===== config.mk =====
export PLATFORM = sky130hd
export DESIGN_NAME = priority_dispatcher
export DESIGN_NICKNAME = d
export VERILOG_FILES = /design/src/rtl/priority_dispatcher_pkg.sv /design/src/rtl/priority_dispatcher_dispatch_queue.sv /design/src/rtl/priority_dispatcher.sv
export SDC_FILE = /design/constraint.sdc
export NUM_CORES = 2
export LEC_CHECK = 0
export ABC_AREA = 0
export CORE_ASPECT_RATIO = 1.2
export CORE_MARGIN = 4
export CORE_UTILIZATION = 37
export DETAILED_ROUTE_END_ITERATION = 8
export HOLD_SLACK_MARGIN = 0.15
export PLACE_DENSITY = 0.54
export RECOVER_POWER = 100
export SLEW_MARGIN = 10
export SYNTH_ARGS = -nofsm -noshare
export SYNTH_HDL_FRONTEND = slang
export SYNTH_SLANG_ARGS = --single-unit

===== constraint.sdc =====
create_clock -name clk_in -period 52.2 [get_ports clk_in]
set_clock_uncertainty 0.05 [all_clocks]
set_input_delay 10.44 -clock clk_in [delete_from_list [all_inputs] [get_ports clk_in]]
set_output_delay 10.44 -clock clk_in [all_outputs]
set_load 0.03 [all_outputs]

===== src/rtl/priority_dispatcher_pkg.sv =====
// Shared constants and helpers for the priority dispatcher and its per-destination queues.
// A queue entry stores the critical flag in the bit directly above the payload.
package priority_dispatcher_pkg;

  localparam int DEFAULT_REQUEST_WIDTH    = 64;
  localparam int DEFAULT_NUM_REQUEST      = 3;
  localparam int DEFAULT_QUEUE_SIZE       = 4;
  localparam int DEFAULT_CRITICAL_RESERVE = 1;
  localparam int DEFAULT_DROP_COUNT_WIDTH = 16;

  localparam int QUEUE_PTR_WIDTH = $clog2(DEFAULT_QUEUE_SIZE);
  localparam int QUEUE_CNT_WIDTH = QUEUE_PTR_WIDTH + 1;

  function automatic int queue_ptr_width(input int depth);
    return $clog2(depth);
  endfunction

  function automatic int entry_width(input int payload_width);
    return payload_width + 1;
  endfunction

  function automatic int entry_crit_bit(input int payload_width);
    return payload_width;
  endfunction

endpackage


===== src/rtl/priority_dispatcher_dispatch_queue.sv =====
// Circular buffer for one destination port. The head and its valid flag are
// registered from next-state values so the outputs never depend combinationally on inputs.
module dispatch_queue
  import priority_dispatcher_pkg::*;
#(
  parameter int ENTRY_WIDTH = entry_width(DEFAULT_REQUEST_WIDTH),
  parameter int DEPTH       = DEFAULT_QUEUE_SIZE,
  parameter int PTR_WIDTH   = QUEUE_PTR_WIDTH,
  parameter int CNT_WIDTH   = QUEUE_CNT_WIDTH
) (
  input  logic                   clk,
  input  logic                   rst,
  input  logic                   push_in,
  input  logic [ENTRY_WIDTH-1:0] push_entry_in,
  input  logic                   pop_in,
  output logic                   head_valid_out,
  output logic [ENTRY_WIDTH-1:0] head_entry_out,
  output logic [CNT_WIDTH-1:0]   occupancy_out
);

  logic [ENTRY_WIDTH-1:0] mem_q [DEPTH];
  logic [ENTRY_WIDTH-1:0] mem_d [DEPTH];
  logic [PTR_WIDTH-1:0]   wr_ptr_q, wr_ptr_d;
  logic [PTR_WIDTH-1:0]   rd_ptr_q, rd_ptr_d;
  logic [CNT_WIDTH-1:0]   count_q, count_d;
  logic                   head_valid_q, head_valid_d;
  logic [ENTRY_WIDTH-1:0] head_q, head_d;
  logic                   do_push;
  logic                   do_pop;

  // An ack on an empty port is ignored; the full check is only a safety net.
  always_comb begin
    do_pop   = pop_in & head_valid_q;
    do_push  = push_in & (count_q < CNT_WIDTH'(DEPTH));
    mem_d    = mem_q;
    wr_ptr_d = wr_ptr_q;
    rd_ptr_d = rd_ptr_q;
    count_d  = count_q;
    if (do_push) begin
      mem_d[wr_ptr_q] = push_entry_in;
      wr_ptr_d        = wr_ptr_q + 1'b1;
    end
    if (do_pop) begin
      rd_ptr_d = rd_ptr_q + 1'b1;
    end
    case ({do_push, do_pop})
      2'b10:   count_d = count_q + 1'b1;
      2'b01:   count_d = count_q - 1'b1;
      default: count_d = count_q;
    endcase
    head_valid_d = (count_d != '0);
    head_d       = head_valid_d ? mem_d[rd_ptr_d] : '0;
  end

  always_ff @(posedge clk or posedge rst) begin
    if (rst) begin
      for (int i = 0; i < DEPTH; i++) begin
        mem_q[i] <= '0;
      end
      wr_ptr_q     <= '0;
      rd_ptr_q     <= '0;
      count_q      <= '0;
      head_valid_q <= 1'b0;
      head_q       <= '0;
    end else begin
      mem_q        <= mem_d;
      wr_ptr_q     <= wr_ptr_d;
      rd_ptr_q     <= rd_ptr_d;
      count_q      <= count_d;
      head_valid_q <= head_valid_d;
      head_q       <= head_d;
    end
  end

  assign head_valid_out = head_valid_q;
  assign head_entry_out = head_q;
  assign occupancy_out  = count_q;

endmodule


===== src/rtl/priority_dispatcher.sv =====
// Fans one request stream out to per-destination queues; critical requests may use
// reserved entries, multicast is all-or-nothing, and empty-mask requests are dropped and counted.
module priority_dispatcher
  import priority_dispatcher_pkg::*;
#(
  parameter int SINGLE_REQUEST_WIDTH_IN_BITS = DEFAULT_REQUEST_WIDTH,
  parameter int NUM_REQUEST                  = DEFAULT_NUM_REQUEST,
  parameter int OUTPUT_QUEUE_SIZE            = DEFAULT_QUEUE_SIZE,
  parameter int CRITICAL_RESERVE             = DEFAULT_CRITICAL_RESERVE,
  parameter int DROP_COUNT_WIDTH             = DEFAULT_DROP_COUNT_WIDTH
) (
  input  logic                                                clk_in,
  input  logic                                                reset_in,
  input  logic [SINGLE_REQUEST_WIDTH_IN_BITS-1:0]             request_in,
  input  logic                                                request_valid_in,
  input  logic                                                request_critical_in,
  input  logic [NUM_REQUEST-1:0]                              request_destination_mask_in,
  output logic                                                issue_ack_out,
  output logic [SINGLE_REQUEST_WIDTH_IN_BITS*NUM_REQUEST-1:0] request_flatted_out,
  output logic [NUM_REQUEST-1:0]                              request_valid_flatted_out,
  output logic [NUM_REQUEST-1:0]                              request_critical_flatted_out,
  input  logic [NUM_REQUEST-1:0]                              issue_ack_flatted_in,
  output logic [DROP_COUNT_WIDTH-1:0]                         drop_count_out
);

  localparam int W        = SINGLE_REQUEST_WIDTH_IN_BITS;
  localparam int PTR_W    = queue_ptr_width(OUTPUT_QUEUE_SIZE);
  localparam int CNT_W    = PTR_W + 1;
  localparam int ENTRY_W  = entry_width(W);
  localparam int CRIT_BIT = entry_crit_bit(W);

  localparam logic [CNT_W-1:0] NORMAL_LIMIT = CNT_W'(OUTPUT_QUEUE_SIZE - CRITICAL_RESERVE);
  localparam logic [CNT_W-1:0] FULL_LIMIT   = CNT_W'(OUTPUT_QUEUE_SIZE);

  logic [CNT_W-1:0]            occupancy [NUM_REQUEST];
  logic [ENTRY_W-1:0]          head_entry [NUM_REQUEST];
  logic [NUM_REQUEST-1:0]      room;
  logic [NUM_REQUEST-1:0]      push;
  logic [ENTRY_W-1:0]          push_entry;
  logic                        mask_empty;
  logic                        all_room;
  logic [DROP_COUNT_WIDTH-1:0] drop_count_q, drop_count_d;

  // Room looks at current occupancy only, so a same-cycle pop never frees space for a push.
  always_comb begin
    for (int i = 0; i < NUM_REQUEST; i++) begin
      room[i] = request_critical_in ? (occupancy[i] < FULL_LIMIT)
                                    : (occupancy[i] < NORMAL_LIMIT);
    end
    mask_empty    = (request_destination_mask_in == '0);
    all_room      = &(room | ~request_destination_mask_in);
    issue_ack_out = request_valid_in & ~reset_in & (mask_empty | all_room);
    push          = issue_ack_out ? request_destination_mask_in : '0;
    push_entry    = {request_critical_in, request_in};
    drop_count_d  = drop_count_q;
    if (issue_ack_out && mask_empty && (drop_count_q != '1)) begin
      drop_count_d = drop_count_q + 1'b1;
    end
  end

  always_ff @(posedge clk_in or posedge reset_in) begin
    if (reset_in) begin
      drop_count_q <= '0;
    end else begin
      drop_count_q <= drop_count_d;
    end
  end

  assign drop_count_out = drop_count_q;

  for (genvar g = 0; g < NUM_REQUEST; g++) begin : g_port
    dispatch_queue #(
      .ENTRY_WIDTH (ENTRY_W),
      .DEPTH       (OUTPUT_QUEUE_SIZE),
      .PTR_WIDTH   (PTR_W),
      .CNT_WIDTH   (CNT_W)
    ) u_queue (
      .clk            (clk_in),
      .rst            (reset_in),
      .push_in        (push[g]),
      .push_entry_in  (push_entry),
      .pop_in         (issue_ack_flatted_in[g]),
      .head_valid_out (request_valid_flatted_out[g]),
      .head_entry_out (head_entry[g]),
      .occupancy_out  (occupancy[g])
    );

    assign request_flatted_out[g*W +: W]   = head_entry[g][W-1:0];
    assign request_critical_flatted_out[g] = head_entry[g][CRIT_BIT];
  end

endmodule


==> metrics.log <==
[metrics] final max-slew violation count: 2067
[metrics] Resize count post-CTS: 0
[metrics] part of the total power dissipated in the clock network: 0.244
[metrics] Internal: 2.02 mW
[metrics] Tightest Hold Check Type: reg -> reg
[metrics] R2R Path Start: g_port[1].u_queue.head_valid_out$_DFF_PP0_
[metrics] most frequent standard cell in the layout excluding fill and tap cells: sky130_fd_sc_hd__dfrtp_1
[metrics] nets: 3438
[metrics] Antenna Violating Nets Remaining: 0
[metrics] buffer depth of the longest clock path: 3
[metrics] final HPWL from detailed placement: 66.1 mm
[metrics] die width: 315 microns
[metrics] die area: 118000 sq um
[metrics] layout cell share with drive strength beyond 1: 0.172
[metrics] Max-Slew Margin vs Limit: -4.34
[metrics] Die Ht: 376 microns
[metrics] power per cell area: 63.6 nW/um^2
[metrics] Skew-Pair Late Insertion Delay: 700 ps
[metrics] row cnt: 134
[metrics] register bit total from synthesis: 1015
[metrics] number of sinks driven by the clock tree: 1015
[metrics] maximum fanout encountered on the critical timing path: 154
[metrics] sequential-to-total area share from yosys stat: 0.609
[metrics] slew at the pin closest to its max-slew limit: 8010 ps
[metrics] kind of capture point of the worst setup path: asynchronous set/reset pin
[metrics] Core Footprint: 112000 sq um
[metrics] crit path max-delay cell type: sky130_fd_sc_hd__clkbuf_1
[metrics] Hold Path End: g_port[1].u_queue.mem_q[31]$_DFF_PP0_
[metrics] arrival time of data at the critical path endpoint: 28100 ps
[metrics] final critical delay including setup and external delays: 28010 ps
[metrics] pin count of the biggest net entering global routing: 175
[metrics] global-route usage over all layers: 0.195
[metrics] final routed DRC violation total: 0
[metrics] number of post-CTS setup repair buffers: 0
[metrics] unrepaired setup endpoints after global routing: no
[metrics] Worst Path Required: 52290 ps
[metrics] Post-synth EDFFs: 0
[metrics] hold_sp: g_port[1].u_queue.mem_q[31]$_DFF_PP0_
[metrics] H-tree Lvls: 3
[metrics] worst hold slack across all endpoints: 413 ps
[metrics] drt total wl: 115 mm
[metrics] Num CTS Buffers: 108
[metrics] vias after detailed routing: 26.0k
[metrics] cell family with most CP delay: buffers and inverters
[metrics] dominant synthesized flop cell: sky130_fd_sc_hd__dfrtp_1
[metrics] most used cells in the layout excluding fill and tap cells: sky130_fd_sc_hd__dfrtp_1, sky130_fd_sc_hd__nand2_1, sky130_fd_sc_hd__mux2_1, sky130_fd_sc_hd__mux2_2, sky130_fd_sc_hd__dlygate4sd3_1
[metrics] Netlist cell types: 56
[metrics] io pins: 289
[metrics] initial core utilization: 0.374
[metrics] final design utilization: 0.439
[metrics] share of power burned in combinational logic: 0.375
[metrics] initial DRC count: 1769
[metrics] result of the run: complete, but fails checks
[metrics] post-synthesis to final-layout area growth: 17.5%
[metrics] detailed-router iteration count before antenna repair: 5
[metrics] post-detailed-route via-to-cell ratio: 5.27
[metrics] peak per-stage delay on the critical path: 5780 ps
[metrics] number of failing setup endpoints in the final timing report: 0
[metrics] worst vdd rail ir drop: 51.0 uV
[metrics] Worst Reg2Reg Path Length in Cells: 6
[metrics] clock tree root driver cell: sky130_fd_sc_hd__clkbuf_16
[metrics] switching power of the nets: 1.10 mW
[metrics] Wirelength per Cell: 23.4 microns
[metrics] failing checks: max-capacitance violations, max-slew violations
[metrics] final hold violation count: 0
[metrics] count of hold-fix buffers inserted at cts: 0
[metrics] achievable clock frequency: 35.7 MHz
[metrics] worst path buffer plus inverter count: 6
[metrics] count of yosys warnings during synthesis: 0
[metrics] cell-by-cell listing of the critical path: dlygate4sd3_1 -> clkinvlp_2 -> clkbuf_1 -> clkbuf_1 -> clkbuf_1 -> clkbuf_1
[metrics] Mapped Avg Cell Area: 13.2 sq um
[metrics] switch share: 0.352
[metrics] synthesized netlist cell count: 3168
[metrics] register clock-pin slew on the reported worst setup and hold paths: 60 ps
[metrics] Hold Path Depth: 2
[metrics] GRT overflow: 0
[metrics] share of total power in sequential cells: 0.382
[metrics] leakage power summed over all cells: 24.1 nW
[metrics] most frequent CP cell: sky130_fd_sc_hd__clkbuf_1
[metrics] via count of the first global-routing pass: 27.0k
[metrics] flop2flop setup slack: 42830 ps
[metrics] max cap viols: 33
[metrics] synthesized net count: 3261
[metrics] setup TNS: 0 ps
[metrics] destination of the worst register-to-register timing path: g_port[1].u_queue.head_entry_out[15]$_DFF_PP0_
[metrics] routability-driven placement congestion ratio: 0.740
[metrics] global-route wire length before repair: 176 mm
[metrics] antenna violations before repair: 8
[metrics] fraction of the cycle the final worst path needs: 0.537
[metrics] Port Buffers: 288
[metrics] clock tree from TritonCTS: yes
[metrics] Setup crit start kind: input port
[metrics] netlist area before placement: 41700 sq um
[metrics] async set-reset flop share out of synthesis: 1.00
[metrics] Setup Crit Path Kind: in -> async
-- state kept, by name, summed over array words and instances, names as in the netlist --
name	count
g_port.u_queue.head_valid_out	3
g_port.u_queue.rd_ptr_q	6
g_port.u_queue.occupancy_out	9
drop_count_out	16
g_port.u_queue.head_entry_out	195
g_port.u_queue.wr_ptr_q	6
g_port.u_queue.mem_q	780
-- layer usage --
| layer | part of all wire | GRT usage | vias up |
|---|---|---|---|
| li1 | - | - | 11600 |
| met1 | 0.44 | 0.260 | 13700 |
| met2 | 0.50 | 0.332 | 535 |
| met3 | 0.043 | 0.0295 | 141 |
| met4 | 0.022 | 0.0546 | 4 |
| met5 | 0.00022 | 0 | - |
-- Yosys cell counts (all sizes together), types with 4 or more instances --
cell / count / share of area
ha: 16 / 0.0048
o22ai: 11 / 0.0016
nor3: 9 / 0.0012
nand2b: 4 / 0.00060
xor2: 12 / 0.0025
a211o: 23 / 0.0048
a221o: 96 / 0.023
a32o: 52 / 0.012
nand3: 10 / 0.0012
o21ai: 26 / 0.0031
and3: 9 / 0.0013
a31oi: 66 / 0.0099
nor4b: 5 / 0.0010
or3: 4 / 0.00072
nand2: 417 / 0.038
inv: 28 / 0.0025
a22o: 68 / 0.014
nor2: 93 / 0.0084
nand4: 6 / 0.0010
xnor2: 20 / 0.0042
dfrtp: 1015 / 0.61
a31o: 64 / 0.013
or2: 66 / 0.0099
o2bb2ai: 65 / 0.014
mux2: 646 / 0.18
buf: 87 / 0.011
and2: 28 / 0.0042
clkbuf: 181 / 0.016
nor2b: 13 / 0.0019
-- worst reg2reg max path, cell delays in order, from the launching register on --
cell and delay [ps]:
sky130_fd_sc_hd__dfrtp_1 440, sky130_fd_sc_hd__nand2_1 120, sky130_fd_sc_hd__xor2_1 350, sky130_fd_sc_hd__clkinvlp_2 4680, sky130_fd_sc_hd__clkbuf_1 2490, sky130_fd_sc_hd__or2_2 920, sky130_fd_sc_hd__o2bb2ai_1 180
-- worst max path at each step --
stage / startpoint / end / slack, ps / depth (start not counted)
4_1_cts: request_critical_in / issue_ack_out / 28800 / 5
3_3_place_gp: request_critical_in / issue_ack_out / 28850 / 5
2_1_floorplan: reset_in / drop_count_out[0]$_DFFE_PP0P_ / 13150 / 1
6_report: reset_in / g_port[2].u_queue.head_entry_out[37]$_DFF_PP0_ / 24190 / 6
5_1_grt: reset_in / g_port[1].u_queue.mem_q[236]$_DFF_PP0_ / 20150 / 6
3_5_place_dp: request_critical_in / issue_ack_out / 28810 / 5
-- stage by stage --
stage / std cells / cell area (sq um) / worst slack [ps] / power (mW)
after global placement: 4731 / 45900 / 28850 / 2.40
after CTS: 4930 / 49400 / 28800 / 3.19
after floorplan: 3168 / 41700 / 13150 / 2.02
final: 4934 / 49000 / 24190 / 3.12
after global routing: 4930 / 49000 / 20150 / 3.31
after detailed placement: 4731 / 45900 / 28810 / 2.42
-- cell families (layout without fill, tap and decap cells) --
group,Yosys count,count (layout),synth area share
adders and majority gates,19,19,0.00624
xor gates and xnor gates,34,34,0.00786
other,0,4,0
muxes,649,649,0.178
and+or+nand+nor,671,671,0.0705
buffers and inverters,297,563,0.0303
AOI/OAI and AO/OA,483,483,0.0987
DFF,1015,1015,0.609
-- power by group through the flow --
| stage | clock [mW] | combinational [mW] | sequential, mW |
|---|---|---|---|
| 2_1_floorplan | 0 | 0.748 | 1.27 |
| 3_3_place_gp | 0 | 1.20 | 1.20 |
| 3_5_place_dp | 0 | 1.20 | 1.21 |
| 4_1_cts | 0.782 | 1.21 | 1.20 |
| 5_1_grt | 0.813 | 1.28 | 1.22 |
| 6_report | 0.759 | 1.17 | 1.19 |
-- area by class of cell --
class	count	area, sq um
diodes	4	10.0
clock buffers	168	3230
clock inverters	31	273
fillers	10300	62600
inverters	29	111
multi-input cells	1856	15000
flip-flops and latches	1015	25400
well taps	1496	1870
repair buffers	335	3120
Power figures use the tool's default switching activity.
